===== src/rtl/inst_fetch_ctrl.sv =====
// Instruction fetch controller: owns the PC, drives the ROM, and queues
// returned instructions with their PCs in a 2-entry buffer toward decode.
module inst_fetch_ctrl #(
    parameter logic [31:0] RESET_PC = 32'h0000_0000
) (
    input  logic        clk,
    input  logic        rst,
    output logic        rom_ce_o,
    output logic [31:0] rom_addr_o,
    input  logic [31:0] rom_inst_i,
    input  logic        halt_i,
    input  logic        redirect_i,
    input  logic [31:0] redirect_pc_i,
    output logic        if_valid_o,
    output logic [31:0] if_pc_o,
    output logic [31:0] if_inst_o,
    input  logic        id_ready_i
);

    typedef enum logic [1:0] {
        ST_BOOT = 2'd0,
        ST_RUN  = 2'd1,
        ST_HALT = 2'd2
    } state_e;

    state_e      state_q, state_d;
    logic [31:0] pc_q, pc_d;
    logic [1:0]  count_q, count_d;
    logic        head_q, head_d;
    logic        tail_q, tail_d;
    logic [31:0] buf_pc_q   [2];
    logic [31:0] buf_pc_d   [2];
    logic [31:0] buf_inst_q [2];
    logic [31:0] buf_inst_d [2];

    logic        pop_s;
    logic        push_s;
    logic [31:0] redirect_tgt_s;

    // Handshake qualification; a redirect suppresses both pop and fetch.
    always_comb begin
        pop_s          = (count_q != 2'd0) && id_ready_i && !redirect_i;
        push_s         = (state_q == ST_RUN) && !halt_i && !redirect_i &&
                         ((count_q < 2'd2) || pop_s);
        redirect_tgt_s = redirect_pc_i & 32'hFFFF_FFFC;
    end

    assign rom_ce_o   = push_s;
    assign rom_addr_o = pc_q;

    // Next-state computation for FSM, PC and fetch buffer.
    always_comb begin
        state_d    = state_q;
        pc_d       = pc_q;
        count_d    = count_q;
        head_d     = head_q;
        tail_d     = tail_q;
        buf_pc_d   = buf_pc_q;
        buf_inst_d = buf_inst_q;

        case (state_q)
            ST_BOOT: state_d = halt_i ? ST_HALT : ST_RUN;
            ST_RUN:  state_d = halt_i ? ST_HALT : ST_RUN;
            ST_HALT: state_d = halt_i ? ST_HALT : ST_RUN;
            default: state_d = ST_BOOT;
        endcase

        if (redirect_i) begin
            // Flush wins over any handshake; the FSM holds its state.
            state_d = state_q;
            pc_d    = redirect_tgt_s;
            count_d = 2'd0;
            head_d  = 1'b0;
            tail_d  = 1'b0;
        end else begin
            if (push_s) begin
                buf_pc_d[tail_q]   = pc_q;
                buf_inst_d[tail_q] = rom_inst_i;
                tail_d             = ~tail_q;
                pc_d               = pc_q + 32'd4;
            end else begin
                tail_d = tail_q;
            end
            if (pop_s) begin
                head_d = ~head_q;
            end else begin
                head_d = head_q;
            end
            count_d = count_q + {1'b0, push_s} - {1'b0, pop_s};
        end
    end

    // State registers with asynchronous active-low reset.
    always_ff @(posedge clk or negedge rst) begin
        if (!rst) begin
            state_q       <= ST_BOOT;
            pc_q          <= RESET_PC;
            count_q       <= 2'd0;
            head_q        <= 1'b0;
            tail_q        <= 1'b0;
            buf_pc_q[0]   <= 32'h0000_0000;
            buf_pc_q[1]   <= 32'h0000_0000;
            buf_inst_q[0] <= 32'h0000_0000;
            buf_inst_q[1] <= 32'h0000_0000;
        end else begin
            state_q       <= state_d;
            pc_q          <= pc_d;
            count_q       <= count_d;
            head_q        <= head_d;
            tail_q        <= tail_d;
            buf_pc_q[0]   <= buf_pc_d[0];
            buf_pc_q[1]   <= buf_pc_d[1];
            buf_inst_q[0] <= buf_inst_d[0];
            buf_inst_q[1] <= buf_inst_d[1];
        end
    end

    // Head entry is shown straight from the buffer, zeroed when empty.
    always_comb begin
        if (count_q != 2'd0) begin
            if_valid_o = 1'b1;
            if_pc_o    = buf_pc_q[head_q];
            if_inst_o  = buf_inst_q[head_q];
        end else begin
            if_valid_o = 1'b0;
            if_pc_o    = 32'h0000_0000;
            if_inst_o  = 32'h0000_0000;
        end
    end

endmodule


===== config.mk =====
export PLATFORM = sky130hd
export DESIGN_NAME = inst_fetch_ctrl
export DESIGN_NICKNAME = d
export VERILOG_FILES = /design/src/rtl/inst_fetch_ctrl.sv
export SDC_FILE = /design/constraint.sdc
export NUM_CORES = 1
export LEC_CHECK = 0
export CAP_MARGIN = 20
export CORE_MARGIN = 4
export CORE_UTILIZATION = 52
export DETAILED_ROUTE_END_ITERATION = 7
export PLACE_DENSITY = 0.84
export SLEW_MARGIN = 20
export SYNTH_ARGS = -nofsm -noshare
export SYNTH_HDL_FRONTEND = slang
export SYNTH_SLANG_ARGS = --single-unit

===== constraint.sdc =====
create_clock -name clk -period 4 [get_ports clk]
set_input_delay 1.2 -clock clk [delete_from_list [all_inputs] [get_ports clk]]
set_output_delay 1.2 -clock clk [all_outputs]
set_load 0.01 [all_outputs]

======== Word level (Yosys, flattened, before mapping) ========
Index checks and enable logic that the tools add are counted.
operators by class
  bitwise logic cells ..................... 5
  eq/ne operators ......................... 2
  add/subtract/negate cells ............... 3
  reductions and logical operators ........ 15
  multiplexer cells ....................... 22
  order comparisons ....................... 4
operators with widths
  operator                                                                      count
  32-bit two-way mux                                                            11
  64-bit bitwise mux                                                            2
  32-bit by 3-bit adder with 32-bit output, second input constant               1
  32-bit demux with 1-bit select                                                1
  1-bit logical AND                                                             6
  2-bit two-way mux                                                             3
  2-bit nonzero test                                                            3
  1-bit two-way mux                                                             5
  2-bit >= comparator, second input constant                                    2
  1-bit NOT with 2-bit output                                                   2
  1-bit NOT                                                                     3
  3-bit OR reduction                                                            1
  2-bit by 1-bit adder with 2-bit output                                        1
  2-bit by 1-bit equality test with 1-bit output, second input constant         1
  2-bit equality test, second input constant                                    1
  1-bit logical NOT                                                             2
  2-bit logical NOT                                                             1
  2-bit by 1-bit less-than comparator with 1-bit output, second input constant  1
  2-bit less-than comparator, second input constant                             1
  2-bit AND reduction                                                           1
  2-bit by 1-bit subtractor with 2-bit output                                   1
  1-bit logical OR                                                              1
storage, ports and cells
  word-level logic and storage cells ...... 60
  register bits after elaboration ......... 166

======== Logic depth before layout (Yosys ltp) ========
  word-level depth ........................ 8
  depth in mapped cells ................... 9
  gate-level depth less buffers ........... 9

======== Worst setup path before layout ========
Ideal clock, no wire load.
  kind .................................... input port to output port
  start ................................... input redirect_i
  end ..................................... output rom_ce_o
  buffers on the path ..................... 2
  arrival time ............................ 1.994 ns
  path slack .............................. 0.806 ns
  stages .................................. 5
  data required time ...................... 2.800 ns
  path through ............................ buf_2 -> nor2_2 -> nand4b_2 -> clkbuf_1 -> inv_1
between the ends
  longest elaborated chain between the ends .. 4
  elaborated cells between the ends (all ways) .. 5
RTL lines
  what                 RTL line  RTL
  start: declaration   12        input logic redirect_i,
  1-bit logical NOT *  42, 43
  1-bit logical AND    42        pop_s = (count_q != 2'd0) && id_ready_i && !redirect_i;
  1-bit logical OR     44        ((count_q < 2'd2) || pop_s);
  1-bit logical AND *  43        push_s = (state_q == ST_RUN) && !halt_i && !redirect_i &&
  end: declaration     8         output logic rom_ce_o,
Mark *: on every way between the ends. The rest lies on a longest branch, timed or not.

======== Worst setup path in the final report ========
Ends and elaborated chain as after synthesis.

==> metrics.txt <==
maxcap violations=0; post-CTS sizing=0; # clock sinks=160; critical path fanouts, max=2; CTS Buf Count=17; power density over the cells=472 nW/um^2; CP arrival=~2700 ps; # port buffers=160; DRC errors left=0; fmax=approximately 260 MHz; Slowest Stage Delay on Critical Path=about 540 ps; pin count of the biggest net entering global routing=just under 90; router iterations before antenna repair=5; fin worst setup slack=between 100 and 150 ps; Critical Path RT=approximately 2800 ps; Worst IR Drop VDD=roughly 0.00032 V; H-tree lvl count=4; via count=just under 6,000; worst slew pin tran=roughly 790 ps; min-delay src=buf_pc_q[25]; final wirelength=approximately 19,000 um; Slew headroom=around 47%; register area share after synthesis=51.9%; Site Rows=44; GRT Total Usage=around 23%; Area growth syn-to-layout=30.3%; aggregate global routing overflow=0; ratio of cells with drive above 1 in the final layout=22.7%; root buf cell=clkbuf_16; Tmin final=about 3900 ps; total core area=between 10,000 and 15,000 um^2; clk buf depth=2; routability cong.=about 0.85; Post-Syn Area=slightly below 8000 um^2; Detail Route Antenna Nets=0; Critical path origin=redirect_i; yosys warns=0; CP most frequent cell=clkdlybuf4s50_1; startpoint types=input pin; first-pass GRT wire length=31,000 um; # diodes=0; initial detailed-routing violation count=between 400 and 500; vias in the first global route=6,155; delay-heaviest family, CP=buffers and inverters; Layout Nets=between 800 and 900; Crit Reg-Reg Startpoint=count_q[1]; cts hold-fix bufs=0; Synth Instances=664; Slew Viols, Final=0; Setup Total Neg Slack=0 ps; clock skew=around 5.9 ps; LEAKAGE=~0.0043 uW; number of buffers and inverters on the critical path=3; CP Cell Sequence=clkdlybuf4s50_1, nor2_2, nand4b_2, inv_1, clkdlybuf4s50_1; Die Y=130 um; final setup fails=0; FF-to-FF path depth=7; Finished Core Util=69.2%; Detailed Place HPWL=~13,000 um; clock slew at reported path FFs=around 60 ps; Die X=130 um; CP Depth=5; worst skew pair latency=around 420 ps; TritonCTS clock tree=yes; Worst Hold Depth=2; Distinct cells, synth=45; status=finished clean; final hold vios=0; Setup crit end kind=output port; worst hold margin=slightly below 500 ps; final cycle utilization of the critical path=a little over nine tenths; post-CTS setup buffer count=0; syn_area_per_cell=between 10 and 15 um^2; die area=16,900 um^2; kind of critical path=in2out; Synth Register Bits=160; Vias/cell=about 5.8; worst slack, placed=approximately 170 ps; number of antenna violations at the first check in global routing=0; unrepaired setup endpoints after global routing=false; HP Class=reg2reg; slowest CP cell=clkdlybuf4s50_1; Starting Density=a little over half; io pins=167; WL per Instance=around 19 um
## path summary, 6_finish.rpt
kind,end,slack (ps)
max in group asynchronous,buf_pc_q[18],2280
worst max-delay path,rom_ce_o,150
worst min-delay path,buf_pc_q[25],490
worst max register to register,rom_addr_o[14],1700
min in group asynchronous,buf_inst_q[33],830
worst min register to register,buf_pc_q[25],490
## cells by family after synthesis
family | count (synthesis) | share of synthesized area (%)
xor+xnor | 4 | 0.454
mux | 186 | 26.1
flops | 160 | 51.9
compound gates | 59 | 5.20
fa+ha+maj | 3 | 0.486
simple gates | 197 | 12.5
other cells | 1 | 0.0486
buf+inv | 54 | 3.29
## through the flow
step	std cells	power (uW)	area, um^2
final	1009	4750	10100
after floorplan	667	2780	7730
after CTS	1009	4790	10100
after global routing	1009	4980	10100
after global placement	980	3180	9500
after detailed placement	980	3250	9500
## flip-flops by register name, summed over array words and instances (netlist names)
| register | flops |
|---|---|
| count_q | 2 |
| head_q | 1 |
| buf_inst_q | 64 |
| state_q | 2 |
| buf_pc_q | 60 |
| tail_q | 1 |
| rom_addr_o | 30 |
## tightest hold or removal path: cells and delay by family, from the launching register on
kind | cells | cell delay [ps]
DFF | 1 | 340
and+or+nand+nor | 1 | 50
AOI/OAI and AO/OA | 1 | 60
## cells in the final DEF, fill, tap and decap left out, types with 12 or more instances in the layout
cell type | synthesis | routed
mux2i_1 | 64 | 64
nand3_1 | 20 | 20
o21ai_0 | 19 | 19
nand2_1 | 46 | 46
clkdlybuf4s50_1 | 0 | 159
clkbuf_16 | 0 | 17
o211ai_1 | 13 | 13
mux2_2 | 122 | 122
nor2_1 | 78 | 76
nand4_1 | 12 | 12
dfrtp_1 | 160 | 159
## Yosys cell counts, drive strengths merged
| cell | count | area share, % |
|---|---|---|
| o211ai | 13 | 1.3 |
| buf | 30 | 2.1 |
| nor3 | 5 | 0.32 |
| inv | 9 | 0.44 |
| nand4 | 12 | 0.97 |
| o311ai | 7 | 0.79 |
| xor2 | 2 | 0.23 |
| a21oi | 5 | 0.32 |
| o21ai | 19 | 1.2 |
| and2 | 4 | 0.32 |
| nor2b | 1 | 0.081 |
| or4 | 2 | 0.19 |
| a31oi | 3 | 0.24 |
| a221o | 3 | 0.39 |
| nand2 | 47 | 2.3 |
| o21a | 1 | 0.097 |
| clkbuf | 15 | 0.73 |
| a211o | 1 | 0.11 |
| mux2 | 122 | 18 |
| and3 | 5 | 0.41 |
| mux2i | 64 | 8.3 |
| a31o | 3 | 0.34 |
| or3 | 5 | 0.41 |
| a22oi | 3 | 0.29 |
| nand4b | 1 | 0.19 |
| nand3 | 26 | 2.2 |
| nor4 | 5 | 0.79 |
| conb | 1 | 0.049 |
| xnor2 | 2 | 0.23 |
| nand2b | 2 | 0.16 |
| a22o | 1 | 0.11 |
| dfrtp | 160 | 52 |
| nor2 | 81 | 4.1 |
| ha | 3 | 0.49 |
| or2 | 1 | 0.081 |
## per-layer routing
layer / global-route usage, % / routed length (um)
met2: 37.8 / 9210
met4: 6.78 / 233
met3: 6.10 / 1600
met5: 0 / 0
met1: 30.6 / 8160
## cell type report
cell class | count | area, um^2
Fill cell | 1077 | 4480
Sequential cell | 160 | 4010
Multi-Input combinational cell | 453 | 3490
Timing Repair Buffer | 174 | 1750
Clock buffer | 22 | 494
Tap cell | 184 | 230
Clock inverter | 7 | 60.1
Inverter | 9 | 33.8
## power by group
part / switching (uW) / internal [uW]
logic: 432 / 600
registers: 240 / 1960
clock network: 600 / 921
total: 1270 / 3480
Note: power is estimated with default switching activity, not from simulation.
